$ cat config.mk
export PLATFORM = sky130hd
export DESIGN_NAME = mem_access_ctrl
export DESIGN_NICKNAME = d
export VERILOG_FILES = /design/src/rtl/mem_access_ctrl.sv
export SDC_FILE = /design/constraint.sdc
export NUM_CORES = 1
export LEC_CHECK = 0
export CAP_MARGIN = 0
export CORE_UTILIZATION = 45
export CTS_CLUSTER_DIAMETER = 60
export DETAILED_ROUTE_END_ITERATION = 8
export PLACE_DENSITY = 0.94
export SYNTH_ARGS = -nofsm -noshare
export SYNTH_HDL_FRONTEND = slang
export SYNTH_SLANG_ARGS = --single-unit
$ cat constraint.sdc
create_clock -name clk -period 5.4 [get_ports clk]
set_input_delay 0.54 -clock clk [delete_from_list [all_inputs] [get_ports clk]]
set_output_delay 0.54 -clock clk [all_outputs]
set_load 0.05 [all_outputs]
$ cat src/rtl/mem_access_ctrl.sv
// Single-port memory initiator: arbitrates instruction fetch against load/store,
// checks alignment and func3 at accept, and runs one access per IDLE/ACCESS/RESP pass.
module mem_access_ctrl #(
  parameter int unsigned ADDR_W     = 9,
  parameter int unsigned STARVE_MAX = 4
) (
  input  logic              clk,
  input  logic              rst,
  input  logic              if_req,
  input  logic [ADDR_W-1:0] if_addr,
  output logic              if_ready,
  output logic              if_valid,
  output logic              if_err,
  output logic [31:0]       if_inst,
  input  logic              dm_req,
  input  logic              dm_we,
  input  logic [2:0]        dm_func3,
  input  logic [ADDR_W-1:0] dm_addr,
  input  logic [31:0]       dm_wdata,
  output logic              dm_ready,
  output logic              dm_valid,
  output logic              dm_err,
  output logic [31:0]       dm_rdata,
  output logic [ADDR_W-1:0] mem_addr,
  output logic              mem_fetch,
  output logic              mem_read,
  output logic              mem_write,
  output logic [2:0]        mem_func3,
  output logic [31:0]       mem_wdata,
  input  logic [31:0]       mem_rdata
);

  localparam int unsigned      CNT_W      = $clog2(STARVE_MAX + 2);
  localparam logic [CNT_W-1:0] STARVE_LIM = CNT_W'(STARVE_MAX);

  typedef enum logic [1:0] {
    S_IDLE   = 2'd0,
    S_ACCESS = 2'd1,
    S_RESP   = 2'd2
  } state_e;

  // Illegal func3 for the direction, or an address not aligned to the access size.
  function automatic logic access_bad(input logic fetch, input logic we,
                                      input logic [2:0] f3, input logic [1:0] a);
    logic bad;
    bad = 1'b0;
    if (fetch) begin
      bad = a[0];
    end else begin
      case (f3)
        3'b000:  bad = 1'b0;
        3'b001:  bad = a[0];
        3'b010:  bad = |a;
        3'b100:  bad = we;
        3'b101:  bad = we | a[0];
        default: bad = 1'b1;
      endcase
    end
    return bad;
  endfunction

  state_e            state_q, state_d;
  logic              is_fetch_q, we_q, err_q;
  logic [2:0]        func3_q;
  logic [ADDR_W-1:0] mem_addr_q;
  logic [31:0]       mem_wdata_q, if_inst_q, dm_rdata_q;
  logic [CNT_W-1:0]  starve_q;

  logic              idle_s, fetch_win_s, acc_f_s, acc_d_s, acc_bad_s;
  logic [ADDR_W-1:0] acc_addr_s;

  // Readies are held low while reset is asserted so every output reads 0.
  assign idle_s      = (state_q == S_IDLE) && rst;
  assign fetch_win_s = if_req && (!dm_req || (starve_q == STARVE_LIM));
  assign if_ready    = idle_s && (fetch_win_s || (!if_req && !dm_req));
  assign dm_ready    = idle_s && !fetch_win_s && (dm_req || !if_req);
  assign acc_f_s     = if_req && if_ready;
  assign acc_d_s     = dm_req && dm_ready;
  assign acc_addr_s  = acc_f_s ? if_addr : dm_addr;
  assign acc_bad_s   = access_bad(acc_f_s, dm_we, dm_func3, acc_addr_s[1:0]);

  // State register.
  always_ff @(posedge clk or negedge rst) begin
    if (!rst) begin
      state_q <= S_IDLE;
    end else begin
      state_q <= state_d;
    end
  end

  // Next-state logic; a failed check skips the memory cycle entirely.
  always_comb begin
    state_d = state_q;
    case (state_q)
      S_IDLE: begin
        if (acc_f_s || acc_d_s) begin
          state_d = acc_bad_s ? S_RESP : S_ACCESS;
        end else begin
          state_d = S_IDLE;
        end
      end
      S_ACCESS: state_d = S_RESP;
      S_RESP:   state_d = S_IDLE;
      default:  state_d = S_IDLE;
    endcase
  end

  // Strobes and response pulses decoded from the current state.
  always_comb begin
    mem_fetch = 1'b0;
    mem_read  = 1'b0;
    mem_write = 1'b0;
    mem_func3 = 3'b000;
    if_valid  = 1'b0;
    if_err    = 1'b0;
    dm_valid  = 1'b0;
    dm_err    = 1'b0;
    case (state_q)
      S_ACCESS: begin
        mem_fetch = is_fetch_q;
        mem_read  = !is_fetch_q && !we_q;
        mem_write = we_q;
        mem_func3 = func3_q;
      end
      S_RESP: begin
        if_valid = is_fetch_q;
        if_err   = is_fetch_q && err_q;
        dm_valid = !is_fetch_q;
        dm_err   = !is_fetch_q && err_q;
      end
      default: begin
        mem_fetch = 1'b0;
        if_valid  = 1'b0;
      end
    endcase
  end

  // Request latch, memory-side address/data hold, read capture and starvation counter.
  always_ff @(posedge clk or negedge rst) begin
    if (!rst) begin
      is_fetch_q  <= 1'b0;
      we_q        <= 1'b0;
      err_q       <= 1'b0;
      func3_q     <= 3'b000;
      mem_addr_q  <= {ADDR_W{1'b0}};
      mem_wdata_q <= 32'h0000_0000;
      if_inst_q   <= 32'h0000_0000;
      dm_rdata_q  <= 32'h0000_0000;
      starve_q    <= {CNT_W{1'b0}};
    end else begin
      if (acc_f_s || acc_d_s) begin
        is_fetch_q <= acc_f_s;
        we_q       <= acc_d_s && dm_we;
        func3_q    <= acc_f_s ? 3'b010 : dm_func3;
        err_q      <= acc_bad_s;
        if (!acc_bad_s) begin
          mem_addr_q <= acc_addr_s;
          if (acc_d_s && dm_we) begin
            mem_wdata_q <= dm_wdata;
          end
        end
      end
      if (state_q == S_ACCESS) begin
        if (is_fetch_q) begin
          if_inst_q <= mem_rdata;
        end else if (!we_q) begin
          dm_rdata_q <= mem_rdata;
        end
      end
      if (acc_f_s) begin
        starve_q <= {CNT_W{1'b0}};
      end else if (acc_d_s && if_req && (starve_q != STARVE_LIM)) begin
        starve_q <= starve_q + CNT_W'(1);
      end
    end
  end

  assign mem_addr  = mem_addr_q;
  assign mem_wdata = mem_wdata_q;
  assign if_inst   = if_inst_q;
  assign dm_rdata  = dm_rdata_q;

endmodule

==> results.cfg, run 1 <==
[run_status]
run_status = completed

[timing]
finalCritPeriodShare_pct = 59.1
finalSetupViolations = 0
slew_viol_final = 0
worst_pin_slew_ns = 0.869
relSlewSlack_pct = 42.1
max_freq_mhz = 313
hold_violations = 0
finalSetupTns_ns = 0
clock_skew_ns = 0.00766
rsz0062_at_grt = no
period_minus_slack_ns = 3.19

[clock_network]
root_buffer = clkbuf_8
hold_buffers = 0
post-cts-setup-buffer-count = 0
cts_buffers = 17
cts_tree = built
clock-sinks = 116
clockBufferDepth = 2
cts_resized = 0
clk_pin_slew_ns = 0.06
htreeDepth = 4
worst_skew_pair.late_latency_ns = 0.50

[yosys]
avgSynthCellArea_um2 = 15.6
yosysSeqAreaShare_pct = 61.3
synth_top_area_cell = dfrtp_1
synth_cell_types = 35
synthCells = 304
syn-num-nets = 396
synth.top_cell.area_share_pct = 61.3
yosys-top-cells-area = dfrtp_1, mux2_2, buf_6
ys_warn_count = 0
synth.cell_area_um2 = 4730
synth_seq_cells = 116

[setup_path]
end_kind = output port
r2r-start = starve_q[0]$_DFFE_PN0P_
cp-start-kind = flop
crit_type = reg2out
worstSetupStartpoint = state_q[1]$_DFF_PN0_
arrival_ns = 2.65
worstPathMaxFanout = 33
r2r_cells = 6
required_ns = 4.86

[routing]
wire_per_inst_um = 16.9
drt-met1-wl_um = 4420
drt_drc_violations_left = 0
finalWirelength_um = 11300
firstDrtPassIters = 4
dr_total_vias = 3321
postRouteAntennaNets = 0
wl_met3_um = 766
dr_wl_met2_um = 5830
viasPerCell = 4.96
highest_layer = met4
dr.first_iter.drc_count = 104

[final_layout]
diodes = 0
syn_to_final_growth_pct = 59.3
nets = 613
fillers = 703
drive_gt1_share_pct = 29.4

[worst_hold_path]
hp-class = in2async

[floorplan]
core_um2 = 10300
die_w_um = 105
std_cell_rows = 37
start_util_pct = 46.1
io_pins = 207
die_area_um2 = 10900
dieHeight_um = 105

[power_and_ir_drop]
p_switching_uw = 2210
pwr-share-clk_pct = 22.7
peakVddDrop_mv = 0.452
leakagePower_uw = 0.00319
p_seq_share_pct = 27.9
swShare_pct = 42.8
p_comb_share_pct = 49.5
total_power_uw = 5160
p_int_uw = 2950
power.density_nw_per_um2 = 684

[flow_run]
drv_cap = 0

[grt]
antenna_found_initial = 0
grt_pass1_vias = 3666
grt_max_degree = 66
grt_pass1_wl_um = 18500
grt_usage_pct = 22.0
overflow = 0

[placed_design]
io_buffers = 206
gp_congestion = 0.878
hpwl_um = 8130
## path summary, 6_finish.rpt
path	to	slack [ns]
hold reg to reg	mem_wdata[26]$_DFFE_PN0P_	0.48
setup / recovery	mem_read	2.21
hold / removal	err_q$_DFFE_PN0N_	0.08
max in group asynchronous	we_q$_DFFE_PN0N_	4.02
min in group clk	mem_wdata[26]$_DFFE_PN0P_	0.48
setup reg to reg	mem_addr[8]$_DFFE_PN0P_	3.19
## flip-flops by register name, summed over array words and instances, names as in the netlist
signal / cells
dm_rdata: 32
is_fetch_q: 1
err_q: 1
func3_q: 3
if_inst: 32
mem_addr: 9
starve_q: 3
we_q: 1
mem_wdata: 32
state_q: 2
## cells in the final DEF (no fill, tap or decap), drive strengths merged, types with 2 or more instances in the layout
master	count
clkdlybuf4s50	205
dfrtp	116
mux2	114
clkbuf	20
inv	7
and2	6
nand2	6
o21ai	5
buf	5
clkinv	5
nor2	4
bufinv	4
a21oi	4
mux2i	3
nor3	3
nor3b	3
nor2b	2
nand2b	2
nand3	2
a21o	2
ha	2
clkinvlp	2
## power by group through the flow
| stage | clock [µW] | sequential (µW) | combinational (µW) |
|---|---|---|---|
| CTS | 1190 | 1440 | 2570 |
| global route | 1240 | 1490 | 2630 |
| global placement | 0 | 1420 | 2520 |
| floorplan | 0 | 2670 | 402 |
| detailed placement | 0 | 1450 | 2560 |
| finish | 1170 | 1440 | 2550 |
## metal layers
metal  vias up  GRT usage (%)
met2       146           37.7
li1       1523              -
met3        21           7.17
met1      1631           24.9
met5         -              0
met4         0           10.1
## through the flow
stage	instance area, µm²	worst slack, ns	hold slack [ns]	std cells	utilization [%]
global placement	6910	2.34	0.468	638	67.2
floorplan	4730	2.63	0.244	304	-
finish	7540	2.21	0.0753	670	73.4
CTS	7540	2.20	0.0917	670	73.4
detailed placement	6910	2.28	0.474	638	67.2
global route	7540	2.10	0.114	670	73.4
## final cells by class
class | instances | area (µm²) | share of cell area (%)
Inverter | 6 | 22.5 | 0.299
Clock buffer | 20 | 455 | 6.04
Clock inverter | 12 | 176 | 2.34
Tap cell | 136 | 170 | 2.26
Sequential cell | 116 | 2900 | 38.5
Multi-Input combinational cell | 170 | 1720 | 22.9
Timing Repair Buffer | 210 | 2090 | 27.7
## logic make-up after synthesis
family                   count (synthesis)  synth area share (%)
flip-flops                             116                  61.3
multiplexers                           117                  27.7
adder cells (fa/ha/maj)                  2                 0.528
buffers and inverters                   18                  2.40
AND/OR/NAND/NOR                         33                  5.10
AO/OA/AOI/OAI                           18                  2.91
## worst max-delay path, cell delays in order, from the launching register on
cell and delay, ns:
dfrtp_1 0.45, nand2b_1 0.23, nor3_4 0.12, buf_4 0.42, clkdlybuf4s50_1 0.90
## Yosys cell counts
cell type	n
buf_2	7
a21oi_4	1
o221ai_1	1
a221oi_1	1
nor3b_1	2
and2_1	6
nor3_4	1
buf_6	5
nand3_2	2
nor2b_1	2
mux2i_1	3
o32ai_2	1
and2b_1	1
a31oi_1	1
nand4bb_4	1
dfrtp_1	116
a211o_1	1
a21o_1	2
nand4_1	1
nor4_1	1
inv_1	6
nor3b_4	1
o31ai_1	1
mux2_2	111
nor3_2	1
nand2b_1	2
a21bo_2	1
o21ai_0	5
mux2_1	3
nor2_1	4
nand2_1	6
and3b_1	1
a21oi_1	3
nor3_1	1
ha_1	2
(Power assumes the default switching activity.)
==> inputs of run 2 (changes only) <==
- CORE_UTILIZATION: 45 -> 38
- PLACE_DENSITY: 0.94 -> 0.85
- clock period: 5.4 -> 2.6 ns (I/O delays scaled with it)
==> results.cfg, run 2 (synthesis results as in run 1) <==
[clock_network]
clockBufferDepth = 2
cts_tree = built
cts_resized = 0
htreeDepth = 4
worst_skew_pair.late_latency_ns = 0.40
clk_pin_slew_ns = 0.05
root_buffer = clkbuf_16
cts_buffers = 17
clock-sinks = 116

[grt]
grt_pass1_vias = 3688
grt_max_degree = 62
overflow = 0
grt_usage_pct = 18.7
grt_pass1_wl_um = 18400
antenna_found_initial = 0

[floorplan]
start_util_pct = 39.3
die_w_um = 114
io_pins = 207
dieHeight_um = 114
std_cell_rows = 40
die_area_um2 = 12900
core_um2 = 12100

[power_and_ir_drop]
leakagePower_uw = 0.00318
power.density_nw_per_um2 = 1360
peakVddDrop_mv = 0.819

[final_layout]
multi_input_area_um2 = 1720
stdcell_area_um2 = 7530
fillers = 941
syn_to_final_growth_pct = 59.0
mostFrequentLayoutCell = clkdlybuf4s50_1
utilization_pct = 62.4
drive_gt1_share_pct = 29.4
final_cell_mix = clkdlybuf4s50_1, dfrtp_1, mux2_2
diodes = 0
fin_cells = 705
seq_area_um2 = 2900
nets = 618

[placed_design]
gp_congestion = 0.797
place_inst = 674
io_buffers = 206
hpwl_um = 8370
dpl_cell_area_um2 = 7010

[routing]
postRouteAntennaNets = 0
finalWirelength_um = 11300
drt_drc_violations_left = 0
firstDrtPassIters = 4
dr.first_iter.drc_count = 105
dr_total_vias = 3331
viasPerCell = 4.72
wire_per_inst_um = 16.1

[timing]
hold_violations = 0
worst_pin_slew_ns = 0.764
finalSetupViolations = 0
max_freq_mhz = 414
finalSetupTns_ns = 0
finalCritPeriodShare_pct = 93.0
relSlewSlack_pct = 49.1
period_minus_slack_ns = 2.42
clock_skew_ns = 0.00606
slew_viol_final = 0
rsz0062_at_grt = no

[flow_run]
drv_cap = 0

[setup_path]
required_ns = 2.34
worstPathMaxFanout = 7
end_kind = output port
cp-start-kind = flop
arrival_ns = 2.16
crit_type = reg2out

[run_status]
run_status = completed

[worst_hold_path]
hp-class = in2async
run 2: cell type report:
class | instances | share of cell area [%]
Clock buffer | 25 | 6.45
Clock inverter | 5 | 0.366
Inverter | 6 | 0.299
Multi-Input combinational cell | 170 | 22.9
Sequential cell | 116 | 38.6
Tap cell | 168 | 2.79
Timing Repair Buffer | 215 | 28.6
run 2: timing repair:
item | CTS | global route
endpoints found under the hold margin | 4 | 0
buffers inserted | 0 | 0
hold buffers | 1 | 0
run 2: path summary, 6_finish.rpt:
check	start	to	slack, ns	cells after the start
worst min register to register	mem_wdata[26]$_DFFE_PN0P_	mem_wdata[26]$_DFFE_PN0P_	0.49	1
min in group clk	dm_wdata[26]	mem_wdata[26]$_DFFE_PN0P_	0.47	2
worst max-delay path	state_q[1]$_DFF_PN0_	dm_err	0.18	3
worst min-delay path	rst	we_q$_DFFE_PN0N_	0.25	2
worst max register to register	starve_q[0]$_DFFE_PN0P_	mem_addr[3]$_DFFE_PN0P_	0.56	6
max in group asynchronous	rst	if_inst[8]$_DFFE_PN0P_	1.38	3
run 2: per-layer routing:
metal / share of wire (%) / global-route usage [%] / vias to the layer above / wire [µm]
met5: 0 / 0 / - / 0
met4: 1.4 / 7.37 / 0 / 155
met3: 6.8 / 6.38 / 15 / 773
met2: 53 / 33.7 / 132 / 6010
met1: 39 / 20.0 / 1656 / 4400
li1: - / - / 1528 / -
run 2: critical path, cell delays in order, from the launching register on:
cell and delay [ns]:
dfrtp_1 0.46, nor3b_1 0.31, and2_1 0.18, clkdlybuf4s50_1 0.81
run 2: report_power, final:
part,total [µW],internal [µW],switching (µW)
Clock,2000,1270,726
Sequential,2980,2570,411
Combinational,5300,1930,3370
run 2: metrics by stage:
step                      power (µW)  hold slack [ns]  setup slack [ns]
after CTS                      10400            0.218             0.158
final                          10300            0.248             0.183
after global placement          8210           0.0933             0.303
after global routing           10700            0.245            0.0945
after detailed placement        8340            0.101             0.196
after floorplan                 6380          -0.0356             0.108
